File: src/rtl/aes128_key_store.sv
// aes128_key_store
// Sequential AES-128 key schedule. A cipher key is accepted over a
// valid/ready handshake, then one round key per cycle is expanded into an
// 11-entry register file. Any round key can be read back by index through a
// registered read port, in forward or reverse order.
//
// Optional feature macro: AES_KEY_STORE_IMC_EN
//   defined   -> rk_imc_out = InvMixColumns(rk_out), for the equivalent
//                inverse cipher
//   undefined -> rk_imc_out is tied to zero and no InvMixColumns logic exists
module aes128_key_store (
    input  logic         clk,
    input  logic         rst,
    input  logic [127:0] key,
    input  logic         key_valid,
    output logic         key_ready,
    input  logic [3:0]   rk_idx,
    output logic [127:0] rk_out,
    output logic [127:0] rk_imc_out,
    output logic         keys_valid,
    output logic         done
);

    localparam logic [1:0] ST_IDLE   = 2'd0;
    localparam logic [1:0] ST_EXPAND = 2'd1;
    localparam logic [1:0] ST_READY  = 2'd2;

    localparam logic [3:0] LAST_RC   = 4'd10;
    localparam int         NUM_KEYS  = 11;

    // Forward AES S-box, used for the four SubWord lookups.
    localparam logic [7:0] SBOX [0:255] = '{
        8'h63, 8'h7c, 8'h77, 8'h7b, 8'hf2, 8'h6b, 8'h6f, 8'hc5, 8'h30, 8'h01, 8'h67, 8'h2b, 8'hfe, 8'hd7, 8'hab, 8'h76,
        8'hca, 8'h82, 8'hc9, 8'h7d, 8'hfa, 8'h59, 8'h47, 8'hf0, 8'had, 8'hd4, 8'ha2, 8'haf, 8'h9c, 8'ha4, 8'h72, 8'hc0,
        8'hb7, 8'hfd, 8'h93, 8'h26, 8'h36, 8'h3f, 8'hf7, 8'hcc, 8'h34, 8'ha5, 8'he5, 8'hf1, 8'h71, 8'hd8, 8'h31, 8'h15,
        8'h04, 8'hc7, 8'h23, 8'hc3, 8'h18, 8'h96, 8'h05, 8'h9a, 8'h07, 8'h12, 8'h80, 8'he2, 8'heb, 8'h27, 8'hb2, 8'h75,
        8'h09, 8'h83, 8'h2c, 8'h1a, 8'h1b, 8'h6e, 8'h5a, 8'ha0, 8'h52, 8'h3b, 8'hd6, 8'hb3, 8'h29, 8'he3, 8'h2f, 8'h84,
        8'h53, 8'hd1, 8'h00, 8'hed, 8'h20, 8'hfc, 8'hb1, 8'h5b, 8'h6a, 8'hcb, 8'hbe, 8'h39, 8'h4a, 8'h4c, 8'h58, 8'hcf,
        8'hd0, 8'hef, 8'haa, 8'hfb, 8'h43, 8'h4d, 8'h33, 8'h85, 8'h45, 8'hf9, 8'h02, 8'h7f, 8'h50, 8'h3c, 8'h9f, 8'ha8,
        8'h51, 8'ha3, 8'h40, 8'h8f, 8'h92, 8'h9d, 8'h38, 8'hf5, 8'hbc, 8'hb6, 8'hda, 8'h21, 8'h10, 8'hff, 8'hf3, 8'hd2,
        8'hcd, 8'h0c, 8'h13, 8'hec, 8'h5f, 8'h97, 8'h44, 8'h17, 8'hc4, 8'ha7, 8'h7e, 8'h3d, 8'h64, 8'h5d, 8'h19, 8'h73,
        8'h60, 8'h81, 8'h4f, 8'hdc, 8'h22, 8'h2a, 8'h90, 8'h88, 8'h46, 8'hee, 8'hb8, 8'h14, 8'hde, 8'h5e, 8'h0b, 8'hdb,
        8'he0, 8'h32, 8'h3a, 8'h0a, 8'h49, 8'h06, 8'h24, 8'h5c, 8'hc2, 8'hd3, 8'hac, 8'h62, 8'h91, 8'h95, 8'he4, 8'h79,
        8'he7, 8'hc8, 8'h37, 8'h6d, 8'h8d, 8'hd5, 8'h4e, 8'ha9, 8'h6c, 8'h56, 8'hf4, 8'hea, 8'h65, 8'h7a, 8'hae, 8'h08,
        8'hba, 8'h78, 8'h25, 8'h2e, 8'h1c, 8'ha6, 8'hb4, 8'hc6, 8'he8, 8'hdd, 8'h74, 8'h1f, 8'h4b, 8'hbd, 8'h8b, 8'h8a,
        8'h70, 8'h3e, 8'hb5, 8'h66, 8'h48, 8'h03, 8'hf6, 8'h0e, 8'h61, 8'h35, 8'h57, 8'hb9, 8'h86, 8'hc1, 8'h1d, 8'h9e,
        8'he1, 8'hf8, 8'h98, 8'h11, 8'h69, 8'hd9, 8'h8e, 8'h94, 8'h9b, 8'h1e, 8'h87, 8'he9, 8'hce, 8'h55, 8'h28, 8'hdf,
        8'h8c, 8'ha1, 8'h89, 8'h0d, 8'hbf, 8'he6, 8'h42, 8'h68, 8'h41, 8'h99, 8'h2d, 8'h0f, 8'hb0, 8'h54, 8'hbb, 8'h16
    };

    // Round constant for rounds 1..10; other values never reach the datapath.
    function automatic logic [7:0] rcon_f(input logic [3:0] rc);
        logic [7:0] r;
        case (rc)
            4'd1:    r = 8'h01;
            4'd2:    r = 8'h02;
            4'd3:    r = 8'h04;
            4'd4:    r = 8'h08;
            4'd5:    r = 8'h10;
            4'd6:    r = 8'h20;
            4'd7:    r = 8'h40;
            4'd8:    r = 8'h80;
            4'd9:    r = 8'h1b;
            4'd10:   r = 8'h36;
            default: r = 8'h00;
        endcase
        return r;
    endfunction

    logic [1:0]   state_reg;
    logic [1:0]   state_next;
    logic [3:0]   rc_reg;
    logic [3:0]   rc_next;
    logic [127:0] work_reg;      // copy of the most recently written entry
    logic [127:0] work_next;
    logic         done_reg;
    logic [127:0] rk_out_reg;
    logic [127:0] rk_mem_reg [0:NUM_KEYS-1];

    logic         accept;
    logic         expanding;
    logic         last_step;
    logic [31:0]  rot_word;
    logic [31:0]  sub_word;
    logic [31:0]  w0_next;
    logic [31:0]  w1_next;
    logic [31:0]  w2_next;
    logic [31:0]  w3_next;
    logic [127:0] next_key;

    assign key_ready  = (state_reg != ST_EXPAND);
    assign keys_valid = (state_reg == ST_READY);
    assign done       = done_reg;
    assign rk_out     = rk_out_reg;

    assign accept     = key_valid && key_ready;
    assign expanding  = (state_reg == ST_EXPAND);
    assign last_step  = expanding && (rc_reg == LAST_RC);

    // Round-key step: the previous entry is always held in work_reg, so the
    // expansion never needs a read mux into the register file.
    assign rot_word = {work_reg[23:0], work_reg[31:24]};

    generate
        for (genvar gi = 0; gi < 4; gi++) begin : g_subword
            assign sub_word[8*gi +: 8] = SBOX[rot_word[8*gi +: 8]];
        end
    endgenerate

    assign w0_next  = work_reg[127:96] ^ sub_word ^ {rcon_f(rc_reg), 24'h0};
    assign w1_next  = work_reg[95:64] ^ w0_next;
    assign w2_next  = work_reg[63:32] ^ w1_next;
    assign w3_next  = work_reg[31:0]  ^ w2_next;
    assign next_key = {w0_next, w1_next, w2_next, w3_next};

    // Next-state logic: accept a key from IDLE/READY, count rounds in EXPAND.
    always_comb begin
        state_next = state_reg;
        rc_next    = rc_reg;
        work_next  = work_reg;
        case (state_reg)
            ST_IDLE, ST_READY: begin
                if (key_valid) begin
                    state_next = ST_EXPAND;
                    rc_next    = 4'd1;
                    work_next  = key;
                end
            end
            ST_EXPAND: begin
                work_next = next_key;
                if (rc_reg == LAST_RC) begin
                    state_next = ST_READY;
                end else begin
                    rc_next = rc_reg + 4'd1;
                end
            end
            default: begin
                state_next = ST_IDLE;
            end
        endcase
    end

    // Control registers; done pulses on the edge that writes entry 10.
    always_ff @(posedge clk) begin
        if (rst) begin
            state_reg <= ST_IDLE;
            rc_reg    <= 4'd0;
            work_reg  <= 128'h0;
            done_reg  <= 1'b0;
        end else begin
            state_reg <= state_next;
            rc_reg    <= rc_next;
            work_reg  <= work_next;
            done_reg  <= last_step;
        end
    end

    // Register file: entry 0 takes the cipher key, entry i takes round i.
    generate
        for (genvar gi = 0; gi < NUM_KEYS; gi++) begin : g_entry
            logic         wr_en;
            logic [127:0] wr_data;

            if (gi == 0) begin : g_key
                assign wr_en   = accept;
                assign wr_data = key;
            end else begin : g_round
                assign wr_en   = expanding && (rc_reg == 4'(gi));
                assign wr_data = next_key;
            end

            // Per-entry storage, cleared by reset.
            always_ff @(posedge clk) begin
                if (rst) begin
                    rk_mem_reg[gi] <= 128'h0;
                end else if (wr_en) begin
                    rk_mem_reg[gi] <= wr_data;
                end
            end
        end
    endgenerate

    // Registered read port; a same-edge write is not forwarded (old value).
    always_ff @(posedge clk) begin
        if (rst) begin
            rk_out_reg <= 128'h0;
        end else if (rk_idx <= LAST_RC) begin
            rk_out_reg <= rk_mem_reg[rk_idx];
        end else begin
            rk_out_reg <= 128'h0;
        end
    end

`ifdef AES_KEY_STORE_IMC_EN
    function automatic logic [7:0] xtime_f(input logic [7:0] b);
        return {b[6:0], 1'b0} ^ (b[7] ? 8'h1b : 8'h00);
    endfunction

    // InvMixColumns on one column: rows use coefficients 0e 0b 0d 09 rotated.
    function automatic logic [31:0] inv_mix_col_f(input logic [31:0] col);
        logic [7:0] a   [0:3];
        logic [7:0] m9  [0:3];
        logic [7:0] m11 [0:3];
        logic [7:0] m13 [0:3];
        logic [7:0] m14 [0:3];
        logic [7:0] x2;
        logic [7:0] x4;
        logic [7:0] x8;
        for (int j = 0; j < 4; j++) begin
            a[j]   = col[31-8*j -: 8];
            x2     = xtime_f(a[j]);
            x4     = xtime_f(x2);
            x8     = xtime_f(x4);
            m9[j]  = x8 ^ a[j];
            m11[j] = x8 ^ x2 ^ a[j];
            m13[j] = x8 ^ x4 ^ a[j];
            m14[j] = x8 ^ x4 ^ x2;
        end
        return {m14[0] ^ m11[1] ^ m13[2] ^ m9[3],
                m9[0]  ^ m14[1] ^ m11[2] ^ m13[3],
                m13[0] ^ m9[1]  ^ m14[2] ^ m11[3],
                m11[0] ^ m13[1] ^ m9[2]  ^ m14[3]};
    endfunction

    generate
        for (genvar gi = 0; gi < 4; gi++) begin : g_imc
            assign rk_imc_out[127-32*gi -: 32] = inv_mix_col_f(rk_out_reg[127-32*gi -: 32]);
        end
    endgenerate
`else
    assign rk_imc_out = 128'h0;
`endif

endmodule

File: config.mk
export PLATFORM = sky130hd
export DESIGN_NAME = aes128_key_store
export DESIGN_NICKNAME = d
export VERILOG_FILES = /design/src/rtl/aes128_key_store.sv
export SDC_FILE = /design/constraint.sdc
export NUM_CORES = 2
export LEC_CHECK = 0
export ABC_AREA = 1
export BUFFER_PORTS_ARGS = -buffer_cell sky130_fd_sc_hd__buf_2
export CAP_MARGIN = 10
export CORE_UTILIZATION = 25
export CTS_CLUSTER_SIZE = 25
export DETAILED_ROUTE_END_ITERATION = 6
export PLACE_DENSITY = 0.4
export SLEW_MARGIN = 10
export SYNTH_ARGS = -nofsm -noshare
export SYNTH_HDL_FRONTEND = slang
export SYNTH_SLANG_ARGS = --single-unit
File: constraint.sdc
create_clock -name clk -period 24.7 [get_ports clk]
set_input_delay 1.235 -clock clk [delete_from_list [all_inputs] [get_ports clk]]
set_output_delay 1.235 -clock clk [all_outputs]
set_load 0.005 [all_outputs]
Word level (Yosys, flattened, before mapping). Memory sizes are Yosys's and may differ from the RTL's. A register that Yosys moved wholly into a read port is not among the register bits. Index checks and enable logic that the tools add are counted.

Divide/modulo/power cells: 0. $add $sub $neg: 1. Equality and inequality tests: 16. Reductions and logical operators: 18. Magnitude comparators: 5. Shift operators: 0. Multipliers: 0. Mux-type cells: 64. Bitwise operators: 21.

Operators by type and width (number): $mux W128 (12); $pmux W128 S2 (1); $xor A32 B32 Y32 (5); $mux W8 (8); $ge A9 B9 Y1 const B (4); $not A8 Y9 (4); $mux W1 (35); $eq A4 B3 Y1 const B (4); $mux W4 (4); $eq A4 B4 Y1 const B (3); $logic_and A1 B1 Y1 (11); $or A1 B1 Y1 (11); $eq A4 B2 Y1 const B (2); $pmux W4 S2 (1); $add A4 B1 Y4 const B (1); $eq A4 B1 Y1 const B (1); $le A4 B4 Y1 const B (1); $mux W2 (2); $ne A2 B1 Y1 const B (2); $ne A2 B2 Y1 const B (2); $pmux W2 S2 (1); $reduce_and A2 Y1 (2); $reduce_or A2 Y1 (2); $reduce_and A3 Y1 (1); other kinds (5) (5).

Register bits: 135. Latch bits: 0. ROM bits: 8320. Memories kept: 6. Memory bits (writable): 1408.

Memories: (no name shown) (words 256, bits a word 8, rd ports 1, clocked after memory_dff 0, wr ports 0, line 106) `assign sub_word[8*gi +: 8] = SBOX[rot_word[8*gi +: 8]];`; (no name shown) (words 256, bits a word 8, rd ports 1, clocked after memory_dff 0, wr ports 0, line 106); (no name shown) (words 256, bits a word 8, rd ports 1, clocked after memory_dff 0, wr ports 0, line 106); (no name shown) (words 256, bits a word 8, rd ports 1, clocked after memory_dff 0, wr ports 0, line 106); rk_mem_reg (words 11, bits a word 128, rd ports 1, clocked after memory_dff 1, wr ports 11, line 78) `logic [127:0] rk_mem_reg [0:NUM_KEYS-1];`; (no name shown) (words 16, bits a word 8, rd ports 1, clocked after memory_dff 1, wr ports 0, line 54) `case (rc)`.

Longest topological paths before layout.
Depth after elaboration: 10. Mapped depth: 22. Depth with buffers taken out: 21.

Worst setup path before layout. No wires, ideal clock.

Path kind: flip-flop to flip-flop. Start point: register state_reg[0]. End point: memory rk_mem_reg[1][0] (enable). Library setup time: 0.804 ns. Data required time: 23.896 ns. Path buffers: 1. Arrival: 10.271 ns. Stages on the path, launching flop included: 6. Clock period less this slack: 11.075 ns. Path slack: 13.625 ns. Cell sequence: dfxtp_1 -> inv_1 -> nor2_1 -> clkbuf_1 -> nand2_1 -> o31ai_1.

RTL lines: start, declared (line 70) `logic [1:0] state_reg;`; start signal, assigned (line 151) `state_reg <= state_next;`; end, declared (line 78).

==> impl_metrics.json <==
{
  "outcome": "finished, final reports clean",
  "cp-endpoint": "rk_mem_reg[8][27]",
  "max_freq_ghz": 0.181,
  "synth_area_um2": 84500,
  "drtIter0Drc": 8720,
  "portBuffers": 265,
  "final_antenna_net_count": 0,
  "clock_latency_ns": 0.91,
  "final_hold_viol_count": 0,
  "drv_slew": 0,
  "r2r_end": "rk_mem_reg[8][27]",
  "end_kind": "flip-flop",
  "hold_depth": 2,
  "critical_path_class": "flip-flop to flip-flop",
  "power.density_nw_per_um2": 90.9,
  "cts_buffers": 200,
  "cts-root-buf": "clkbuf_16",
  "max-cap-violations": 0,
  "die_h_um": 583,
  "num_rows": 213,
  "final_nets": 9677,
  "via_per_inst": 5.25,
  "clk_path_buf_depth": 4,
  "layout_common_cells": "2166 x nor2_1, 1464 x nand3_1, 1408 x edfxtp_1",
  "dp_hpwl_um": 262000,
  "cts_tree": "done",
  "post-place-ws_ns": 19.13,
  "rsz0062_at_grt": "false",
  "min_period_ns": 5.53,
  "grt_pass1_vias": 71300,
  "postCtsHoldBufs": 0,
  "grt-ovfl-total": 0,
  "synth_seq_cells": 1679,
  "syn-instance-count": 9634,
  "fin_skew_ns": 0.0700,
  "initial_utilization_pct": 25.1,
  "drt_pre_antenna_iters": 6,
  "tns_ns": 0,
  "start_kind": "flip-flop",
  "final_common_cell": "nor2_1",
  "clkTransAtPathRegs_ns": 0.06,
  "drt-total-wl_um": 420000,
  "worstPathArrival_ns": 6.10,
  "drive_gt1_share_pct": 8.49,
  "avgSynthCellArea_um2": 8.77,
  "core_um2": 337000,
  "ctsResizeCount": 0,
  "drc": 0,
  "grt_start_max_net_pins": 160,
  "ff2ff_path_depth": 16,
  "grt_pass1_wl_um": 580000,
  "dr_total_vias": 74300,
  "hold_class": "flip-flop to flip-flop",
  "seq_area_frac_synth_pct": 56.5,
  "post-route-period-util_pct": 22.4,
  "finalSetupViolCount": 0,
  "wl_per_cell_um": 29.7,
  "p_leak_uw": 0.0369,
  "peakVddDrop_mv": 0.0571,
  "gp_routability_congestion": 0.983,
  "reg2reg_from": "work_reg[17]",
  "ys_types": 38,
  "syn_to_final_growth_pct": 13.2,
  "dieWidth_um": 583,
  "dieArea_um2": 340000,
  "tightest_slew_ns": 1.21,
  "cts_setup_buffers": 0,
  "clock-sinks": 1679,
  "grtUsageTotal_pct": 23.9,
  "slew_headroom_pct": 19.1,
  "path_max_fanout": 15,
  "finalWorstSetupSlack_ns": 19.17,
  "io_pins": 394,
  "worstPathRequired_ns": 25.27,
  "yosys_warnings": 0,
  "crit_start": "work_reg[17]",
  "h-tree-depth": 4,
  "largest_register_ffs": 1408,
  "antenna_found_initial": 25,
  "fill_cells": 35800,
  "ff2ff_setup_slack_ns": 19.17
}
-- report_power, final --
group          leakage, uW  total, uW  internal, uW  switching [uW]
Sequential          0.0169       3300          3220            82.7
Combinational       0.0170       2480           472            2010
Clock              0.00306       2920          1660            1260
-- through the flow --
step                instance area (um2)  cells  util (%)  power (uW)  hold slack [ns]
floorplan                         85000   9761         -        4750            0.524
global placement                  89400  13800      26.6        5820            0.546
detailed placement                89400  13800      26.6        5810            0.545
CTS                               95700  14200      28.4        8730            0.554
global route                      95700  14200      28.4        9000            0.582
finish                            95700  14200      28.4        8700            0.544
-- critical path, cell delays in order, from the launching register on --
cell	delay, ns
dfxtp_1	0.85
inv_2	0.43
ha_1	0.61
nand2_1	0.54
nand2_1	0.23
o21ai_0	0.12
or2_1	0.25
nand3_1	0.08
nand3_1	0.32
nand3_1	0.27
nand2_2	0.16
nand2_1	0.11
nand3_1	0.14
nand2_1	0.50
nand2_1	0.17
nand2_2	0.34
nor2_1	0.07
-- synthesized netlist by cell type --
| cell | count | share of area (%) |
|---|---|---|
| a31oi_1 | 3 | 0.022 |
| xor2_1 | 10 | 0.10 |
| o21ai_1 | 7 | 0.041 |
| nor4_1 | 2 | 0.015 |
| buf_1 | 72 | 0.32 |
| nand2_1 | 1350 | 6.0 |
| o31ai_1 | 3 | 0.027 |
| inv_2 | 24 | 0.11 |
| clkbuf_1 | 545 | 2.4 |
| dfxtp_1 | 271 | 6.4 |
| ha_1 | 68 | 1.0 |
| nand3_2 | 2 | 0.024 |
| buf_2 | 132 | 0.78 |
| o211ai_1 | 136 | 1.2 |
| o22ai_1 | 120 | 0.89 |
| nand2_2 | 56 | 0.41 |
| nor3_1 | 5 | 0.030 |
| or2_1 | 2 | 0.015 |
| nand3b_1 | 10 | 0.089 |
| nor2_1 | 2167 | 9.6 |
| nand4_1 | 19 | 0.14 |
| clkinv_1 | 40 | 0.18 |
| buf_4 | 150 | 1.3 |
| o221ai_1 | 256 | 2.7 |
| a21oi_2 | 1 | 0.010 |
| a21boi_1 | 1 | 0.0089 |
| o21ai_0 | 560 | 3.3 |
| edfxtp_1 | 1408 | 50 |
| conb_1 | 1 | 0.0044 |
| nand3_1 | 1465 | 8.7 |
| inv_1 | 383 | 1.7 |
| o21a_1 | 59 | 0.52 |
| nor2_2 | 1 | 0.0074 |
| a21oi_1 | 295 | 1.7 |
| and3_1 | 1 | 0.0074 |
| nand2_4 | 2 | 0.027 |
| inv_4 | 2 | 0.015 |
| buf_6 | 5 | 0.067 |
-- cell families after synthesis --
| kind of cell | Yosys count | share of synthesized area, % |
|---|---|---|
| fa+ha+maj | 68 | 1.01 |
| flops | 1679 | 56.5 |
| other cells | 1 | 0.00444 |
| simple gates | 5082 | 25.1 |
| buf+inv | 1353 | 6.92 |
| xor+xnor | 10 | 0.104 |
| compound gates | 1441 | 10.4 |
-- final cells by class --
class / instances / area, um2 / area share, %
sequential: 1679 / 47700 / 49.9
multi-input combinational: 6729 / 31600 / 33.1
clock buffer: 293 / 5750 / 6.01
tap: 4515 / 5650 / 5.90
timing repair buffer: 415 / 2680 / 2.80
inverter: 449 / 1730 / 1.81
clock inverter: 70 / 518 / 0.541
antenna: 8 / 20.0 / 0.0209
-- how the worst min path moves through the flow --
stage,startpoint,end,slack (ns)
after floorplan,state_reg[1],state_reg[0],0.52
after global placement,rk_mem_reg[10][57],rk_out[57],0.55
after detailed placement,rk_mem_reg[10][5],rk_out[5],0.55
after CTS,rk_mem_reg[10][113],rk_out[113],0.55
after global routing,rk_mem_reg[10][113],rk_out[113],0.58
final,rk_mem_reg[10][113],rk_out[113],0.54
-- layer usage --
layer  part of all wire, %  wire [um]  GRT usage (%)  vias to the layer above
met4                   4.1      17400           9.24                        8
met2                    46     192000           38.3                     3235
li1                      -          -              -                    32700
met3                   6.6      27900           3.40                      572
met5                 0.011         48              0                        -
met1                    44     183000           32.4                    37800
Note: power is estimated with default switching activity, not from simulation.
